`config.mk`:
```
export PLATFORM = sky130hd
export DESIGN_NAME = result_to_ascii
export DESIGN_NICKNAME = d
export VERILOG_FILES = /design/src/rtl/result_to_ascii.sv
export SDC_FILE = /design/constraint.sdc
export NUM_CORES = 1
export LEC_CHECK = 0
export ABC_AREA = 1
export CELL_PAD_IN_SITES_DETAIL_PLACEMENT = 1
export CELL_PAD_IN_SITES_GLOBAL_PLACEMENT = 1
export CORE_MARGIN = 4
export CORE_UTILIZATION = 43
export CTS_BUF_LIST = sky130_fd_sc_hd__clkbuf_8 sky130_fd_sc_hd__clkbuf_16
export DETAILED_ROUTE_END_ITERATION = 10
export GPL_TIMING_DRIVEN = 0
export HOLD_SLACK_MARGIN = 0.1
export PLACE_DENSITY_LB_ADDON = 0.1
export SLEW_MARGIN = 10
export SYNTH_ARGS = -nofsm -noshare
export SYNTH_HDL_FRONTEND = slang
export SYNTH_SLANG_ARGS = --single-unit
```
`constraint.sdc`:
```
create_clock -name clk -period 4.95 [get_ports clk]
set_clock_uncertainty 0.05 [all_clocks]
set_input_delay 0.99 -clock clk [delete_from_list [all_inputs] [get_ports clk]]
set_output_delay 0.99 -clock clk [all_outputs]
set_load 0.1 [all_outputs]
```
`src/rtl/result_to_ascii.sv`:
```
// -----------------------------------------------------------------------------
// result_to_ascii
//   Converts a signed two's-complement value into a left-justified ASCII
//   decimal string. The first character is placed in the top byte of text, and
//   unused bytes read as 8'h00. The conversion runs sequentially: WIDTH cycles of
//   double-dabble (shift-add-3) binary-to-BCD, then one BCD digit per cycle is
//   packed into the string, then a single-cycle done pulse is issued. Latency is
//   fixed at WIDTH+DIGITS+1 edges from the accepting edge, for every value.
//
// Ports
//   clk    in   1        clock, all logic on posedge
//   rst_n  in   1        synchronous reset, active low
//   start  in   1        request conversion; accepted only when busy==0
//   value  in   WIDTH    signed operand, sampled on the accepting edge only
//   busy   out  1        conversion in progress
//   done   out  1        one-cycle pulse: text/len valid
//   text   out  8*CHARS  ASCII string, char0 at text[8*CHARS-1 -: 8]
//   len    out  LW       number of valid characters (1..CHARS)
// -----------------------------------------------------------------------------
module result_to_ascii #(
  parameter  int WIDTH  = 32,
  parameter  int DIGITS = 10,
  localparam int CHARS  = DIGITS + 1,
  localparam int LW     = $clog2(CHARS + 1)
) (
  input  logic                 clk,
  input  logic                 rst_n,
  input  logic                 start,
  input  logic [WIDTH-1:0]     value,
  output logic                 busy,
  output logic                 done,
  output logic [8*CHARS-1:0]   text,
  output logic [LW-1:0]        len
);

  localparam int CNT_MAX = (WIDTH > DIGITS) ? WIDTH : DIGITS;
  localparam int CW      = $clog2(CNT_MAX);

  typedef enum logic [1:0] {IDLE, CONV, PACK, FIN} state_t;

  state_t                state, state_d;
  logic                  neg, neg_d;
  logic [WIDTH-1:0]      mag, mag_d;
  logic [4*DIGITS-1:0]   bcd, bcd_d;
  logic [CW-1:0]         cnt, cnt_d;
  logic                  started, started_d;
  logic [8*CHARS-1:0]    text_d;
  logic [LW-1:0]         len_d;
  logic                  busy_d, done_d;

  // Scratch values used only inside the combinational process.
  logic [4*DIGITS-1:0]   bcd_adj;
  logic [3:0]            nib;
  int                    pos;

  // NOTE: every signal written here gets a default first, so no path through
  // the case statement leaves a value unassigned and no latch is inferred.
  always_comb begin
    state_d   = state;
    neg_d     = neg;
    mag_d     = mag;
    bcd_d     = bcd;
    cnt_d     = cnt;
    started_d = started;
    text_d    = text;
    len_d     = len;
    busy_d    = busy;
    done_d    = 1'b0;
    bcd_adj   = bcd;
    nib       = '0;
    pos       = 0;

    case (state)
      IDLE: begin
        if (start) begin
          neg_d     = value[WIDTH-1];
          // Negating the most negative value wraps to 2**(WIDTH-1), which is
          // exactly its magnitude when read as unsigned.
          mag_d     = value[WIDTH-1] ? (~value + 1'b1) : value;
          bcd_d     = '0;
          cnt_d     = '0;
          started_d = 1'b0;
          text_d    = '0;
          len_d     = '0;
          busy_d    = 1'b1;
          state_d   = CONV;
        end
      end

      CONV: begin
        for (int i = 0; i < DIGITS; i++) begin
          if (bcd[4*i +: 4] >= 4'd5) bcd_adj[4*i +: 4] = bcd[4*i +: 4] + 4'd3;
        end
        bcd_d = {bcd_adj[4*DIGITS-2:0], mag[WIDTH-1]};
        mag_d = {mag[WIDTH-2:0], 1'b0};
        cnt_d = cnt + 1'b1;
        if (cnt == CW'(WIDTH - 1)) begin
          cnt_d   = '0;
          state_d = PACK;
        end
      end

      PACK: begin
        // The BCD register is shifted up one nibble per cycle, so the digit
        // under consideration is always the top nibble.
        nib   = bcd[4*DIGITS-1 -: 4];
        bcd_d = {bcd[4*DIGITS-5:0], 4'h0};
        if (started || (nib != 4'h0) || (cnt == CW'(DIGITS - 1))) begin
          pos = int'(len);
          if (!started && neg) begin
            text_d[8*(CHARS-1-pos) +: 8] = 8'h2D;
            pos = pos + 1;
          end
          text_d[8*(CHARS-1-pos) +: 8] = 8'h30 + {4'h0, nib};
          len_d     = LW'(pos + 1);
          started_d = 1'b1;
        end
        cnt_d = cnt + 1'b1;
        if (cnt == CW'(DIGITS - 1)) begin
          cnt_d   = '0;
          state_d = FIN;
        end
      end

      FIN: begin
        done_d  = 1'b1;
        busy_d  = 1'b0;
        state_d = IDLE;
      end

      default: state_d = IDLE;
    endcase
  end

  // NOTE: state is updated with non-blocking assignments so every register
  // samples the values computed from the same pre-edge state.
  always_ff @(posedge clk) begin
    if (!rst_n) begin
      state   <= IDLE;
      neg     <= 1'b0;
      mag     <= '0;
      bcd     <= '0;
      cnt     <= '0;
      started <= 1'b0;
      text    <= '0;
      len     <= '0;
      busy    <= 1'b0;
      done    <= 1'b0;
    end else begin
      state   <= state_d;
      neg     <= neg_d;
      mag     <= mag_d;
      bcd     <= bcd_d;
      cnt     <= cnt_d;
      started <= started_d;
      text    <= text_d;
      len     <= len_d;
      busy    <= busy_d;
      done    <= done_d;
    end
  end

endmodule

```
## Yosys cells after proc, flatten, opt, wreduce, memory -nomap -nowiden

Index checks and enable logic that the tools add are counted.

- Bits in registers: 175
- Latch bits: 0
- Memory bits (writable): 0
- ROM bits: 0
- Input port bits: 35
- Output and inout bits: 94
- Word-level logic and storage cells: 112
- Memories: 0

- Add/sub/neg operators: 19
- Multipliers: 0
- Divide/modulo/power cells: 0
- Order comparisons: 10
- Eq/ne operators: 9
- Shifts and indexed selects: 4
- Multiplexer cells: 43
- Bitwise logic cells: 1
- Reductions and logical operators: 16

Operators by type and width:

| kind | count |
|---|---|
| 2-to-1 mux 88 bit | 5 |
| bitwise mux 88 bit | 2 |
| case mux 88 bit (2 select lines) | 1 |
| variable shift 8 x 33 -> 88 bit (first input constant) | 2 |
| case mux 40 bit (3 select lines) | 1 |
| indexed part select 8 x 33 -> 88 bit | 1 |
| indexed part select 8 x 33 -> 88 bit (first input constant) | 1 |
| 2-to-1 mux 32 bit | 2 |
| case mux 32 bit (2 select lines) | 1 |
| 2-to-1 mux 29 bit | 2 |
| 2-to-1 mux 4 bit | 11 |
| adder 4 x 2 -> 4 bit (second input constant) | 10 |
| greater-or-equal comparator 4 x 3 -> 1 bit (second input constant) | 10 |
| 2-to-1 mux 40 bit | 1 |
| negation 32 -> 33 bit | 1 |
| negation 8 -> 33 bit | 1 |
| adder 32 x 1 -> 32 bit (second input constant) | 1 |
| inverter 32 bit | 1 |
| subtractor 5 x 29 -> 29 bit (first input constant) | 1 |
| 2-to-1 mux 5 bit | 4 |
| case mux 5 bit (3 select lines) | 1 |
| != test 2 bit (second input constant) | 4 |
| case mux 2 bit (4 select lines) | 1 |
| case mux 4 bit (2 select lines) | 1 |
| 22 further kinds | 36 |

## Longest topological paths before layout

- Depth after elaboration: 11
- Gate-level depth with buffers: 26
- Depth with buffers taken out: 26

## Worst setup path before layout

No wires, ideal clock.

- Kind: register to register
- From: register len[0]
- To: register text[10]
- Library setup time: 132 ps
- Data arrival time: 3871 ps
- Required time: 4768 ps
- Setup slack: 897 ps
- Cell stages (with the launch flop): 26
- Path buffers: 1
- Period minus slack after synthesis: 4053 ps
- Cell sequence: dfxtp_1 -> inv_2 -> ha_1 -> inv_1 -> nand3_1 -> nand2_2 -> ha_1 -> inv_1 -> nand3_1 -> nand2_1 -> ha_1 -> inv_1 -> nand3_2 -> o21ai_1 -> nand2_1 -> inv_1 -> nand2_1 -> nor2_4 -> nand2_2 -> inv_4 -> buf_6 -> nand2_1 -> nand2_1 -> nand2_2 -> nand2_1 -> a21oi_1

- Cells in the longest elaborated chain, start to end: 10
- Elaborated cells on any way between the ends: 19
- Classes of those cells: 5 x add/sub; 4 x shift; 10 x mux

RTL lines:

| item | RTL line | text |
|---|---|---|
| start: declaration | 33 | `output logic [LW-1:0] len` |
| start signal: assignment | 157 | `len <= len_d;` |
| adder 4 x 1 -> 5 bit or subtractor 4 x 4 -> 5 bit (tied branches) | 112, 111 |  |
| 2-to-1 mux 5 bit or negation 8 -> 33 bit (tied branches) | 110, 111 |  |
| 2-to-1 mux 29 bit, or another cell as far along | 108 | `if (started \|\| (nib != 4'h0) \|\| (cnt == CW'(DIGITS - 1))) begin` |
| 2-to-1 mux 29 bit or bitwise mux 88 bit (tied branches) | 73, 111 |  |
| subtractor 5 x 29 -> 29 bit or 2-to-1 mux 88 bit (tied branches) | 114, 110 |  |
| negation 32 -> 33 bit or 2-to-1 mux 88 bit (tied branches) | 114, 108 |  |
| indexed part select 8 x 33 -> 88 bit, or another cell as far along | 114 | `text_d[8*(CHARS-1-pos) +: 8] = 8'h30 + {4'h0, nib};` |
| bitwise mux 88 bit (*) | 114 |  |
| 2-to-1 mux 88 bit (*) | 108 |  |
| case mux 88 bit (2 select lines) (*) | 73 | `case (state)` |
| end signal: assignment | 156 | `text <= text_d;` |
| end: declaration | 32 | `output logic [8*CHARS-1:0] text,` |

Mark *: on every way between the ends. The rest lies on a longest branch, timed or not. The select of a mux whose other input is x is not followed.
A chain may end at the register's enable or synchronous reset.

## Worst setup path in the final report

- From: register len[0]
- To: register text[49]

Same word-level chain as after synthesis.

==> impl_metrics.py <==
metrics = {
    "grt": {
        "grt_max_degree": 19,
        "grt_pass1_wl_um": 53500,
        "grt.overflow.total": 0,
        "grt_usage_pct": 26.5,
        "first_global_vias": 10700,
        "grt_antenna_before_repair": 0,
    },
    "sta": {
        "slew_headroom_pct": 33.0,
        "finalSetupTns_ns": 0,
        "rsz0062_at_grt": "no",
        "min_period_over_period_pct": 82.9,
        "finalSetupViolCount": 0,
        "timing.fmax_ghz": 0.244,
        "slew_viol_final": 0,
        "hold_viol_final": 0,
        "finalCriticalPeriod_ns": 4.10,
        "tightest_slew_ns": 1.00,
    },
    "place": {
        "dp_hpwl_um": 24900,
        "gp_congestion": 0.876,
        "io_buffers": 105,
    },
    "floorplan": {
        "coreArea_um2": 22000,
        "die_w_um": 158,
        "fp-row-count": 54,
        "io_pins": 129,
        "initial_core_util_pct": 44.0,
        "die_area_um2": 25000,
        "die_y_um": 158,
    },
    "synth": {
        "synthAdderAreaFrac_pct": 5.81,
        "syn_inst": 1476,
        "synth-compound-area-share_pct": 17.8,
        "syn_avg_cell_area_um2": 6.57,
        "yosys-top-cells-count": "nand2_1 (377), a21oi_1 (155), dfxtp_1 (153), inv_1 (145), nor2_1 (134)",
        "synth_mux_area_share_pct": 0,
        "netlist_top_cells_area": "dfxtp_1 (32%), nand2_1 (15%), a21oi_1 (8.0%), ha_1 (5.8%), nand3_1 (5.8%)",
        "async_reset_ff_share_pct": 0,
        "synth_area_um2": 9690,
        "yosysMostFrequentCell": "nand2_1",
        "synth.top_cell.area_share_pct": 31.6,
        "yosysSeqAreaShare_pct": 31.6,
        "yosysUniqueCellTypes": 48,
        "synth_top_area_cell": "dfxtp_1",
        "synthFlopType": "dfxtp_1",
        "yosysWarnings": 0,
        "synth-simple-area-share_pct": 32.0,
        "ys_seq_elements": 153,
        "synth_top_family_by_area": "simple AND/OR/NAND/NOR gates",
        "synth_edf_count": 0,
        "synth-xor-area-share_pct": 2.27,
    },
    "power": {
        "ir_drop_mv": 0.238,
        "finalPower_mw": 5.55,
        "power_density_nw_per_um2": 471,
        "leakage_nw": 4.48,
    },
    "cts": {
        "cts-root-buf": "clkbuf_16",
        "post_cts_resized": 0,
        "clk_latency_ns": 0.45,
        "postCtsSetupRepairBufs": 0,
        "h-tree-depth": 4,
        "clockBufferDepth": 2,
        "cts_tree": "done",
        "clkSinkCount": 153,
        "postCtsHoldBufs": 0,
        "clk_pin_slew_ns": 0.08,
        "numCtsBuffers": 17,
    },
    "min_path": {
        "hp-class": "reg -> reg",
    },
    "setup_path": {
        "startpoint": "len[0]",
        "rr_endpoint": "text[49]",
        "r2r_setup_slack_ns": 0.85,
        "cp.required_ns": 5.21,
        "r2r_cells": 24,
        "critical_path_class": "reg -> reg",
        "critPathCaptureType": "register",
        "rr_startpoint": "len[0]",
        "cp_data_arrival_time_ns": 4.36,
        "startpoint_type": "register",
        "crit_fanout": 9,
        "crit_path_end": "text[49]",
    },
    "layout": {
        "antenna_cells": 0,
        "area_growth_pct": 21.5,
        "drive_gt1_share_pct": 6.98,
        "fin_util_pct": 53.5,
        "nNetsFinal": 1701,
    },
    "drt": {
        "vias_per_cell": 5.46,
        "vias": 10500,
        "routedWlPerCell_um": 17.4,
        "drt_pass1_iterations": 5,
        "drt_iter0_markers": 538,
        "drc_errors": 0,
        "totalWireLength_um": 33200,
        "drt.antenna.violating_nets": 0,
    },
    "run": {
        "maxCapViolations": 0,
    },
    "outcome": {
        "status": "complete, no violations",
    },
}
[layout make-up]
class | instances | area [um2]
Fill cell | 2984 | 10300
Clock inverter | 15 | 175
Tap cell | 280 | 350
Sequential cell | 153 | 3060
Clock buffer | 17 | 425
Inverter | 159 | 602
Timing Repair Buffer | 105 | 1050
Multi-Input combinational cell | 1102 | 5700
Buffer | 83 | 409
[worst min path at each step]
stage	slack, ns	from	endpoint	cells after the start
floorplan	0.39	mag[31]	bcd[0]	2
global placement	0.40	text[53]	text[53]	2
detailed placement	0.40	mag[31]	bcd[0]	2
CTS	0.42	text[9]	text[9]	2
global route	0.43	text[13]	text[13]	2
finish	0.41	mag[31]	bcd[0]	2
[registers in the layout, indices dropped and copies added, names as in the netlist]
register / count
started: 1
neg: 1
text: 66
busy: 1
state: 2
cnt: 5
done: 1
len: 4
bcd: 40
mag: 32
[cells in the final DEF, fill, tap and decap left out, drive strengths merged, types with 8 or more instances in the layout]
master,n
ha,45
o32ai,9
conb,22
nor3,19
xor2,17
nand4,17
o221ai,14
nand3,122
a21oi,156
dfxtp,153
clkinv,8
o211ai,18
clkdlybuf4s50,105
nand2,397
nor2,139
o21ai,87
clkbuf,71
buf,29
inv,165
o22ai,9
[power breakdown]
part | switching (mW) | internal [mW] | leakage [nW] | total (mW)
clock | 0.656 | 0.683 | 0.291 | 1.34
sequential | 0.111 | 1.40 | 1.24 | 1.51
combinational | 2.03 | 0.664 | 2.95 | 2.70
total | 2.80 | 2.75 | 4.48 | 5.55
[cell families (layout without fill, tap and decap cells)]
group / Yosys count / after routing
DFF: 153 / 153
xor gates and xnor gates: 23 / 23
buffers and inverters: 242 / 379
and+or+nand+nor: 703 / 703
other: 1 / 22
AOI/OAI and AO/OA: 309 / 309
adders and majority gates: 45 / 45
[per-stage QoR]
stage          setup slack [ns]  hold WS [ns]  instance area (um2)  instances
2_1_floorplan             0.897         0.386                 9770       1497
3_3_place_gp               1.00         0.400                11200       1882
3_5_place_dp              0.853         0.402                11200       1882
4_1_cts                   0.808         0.416                11800       1914
5_1_grt                   0.376         0.432                11800       1914
6_report                  0.845         0.415                11800       1914
[worst max-delay path, cell delays in order (launching register included)]
cell     delay [ns]
dfxtp_1        0.57
inv_2          0.14
ha_1           0.37
inv_1          0.11
nand3_1        0.09
nand2_2        0.14
ha_1           0.19
inv_1          0.06
nand3_1        0.09
nand2_1        0.11
ha_1           0.36
inv_1          0.18
nand3_2        0.13
o21ai_1        0.16
nand2_1        0.07
inv_1          0.06
nand2_1        0.08
nor2_4         0.17
nand2_2        0.09
inv_4          0.12
nand2_1        0.09
nand2_1        0.18
nand2_1        0.18
nand2_1        0.10
a21oi_1        0.06
[routing by layer]
layer  track usage, %  part of all wire [%]  vias to the layer above
li1                 -                     -                     5129
met1             31.9                    42                     4985
met2             46.9                    50                      254
met3             4.48                   4.3                       90
met4             11.0                   3.9                        0
met5                0                     0                        -
(Power assumes the default switching activity.)
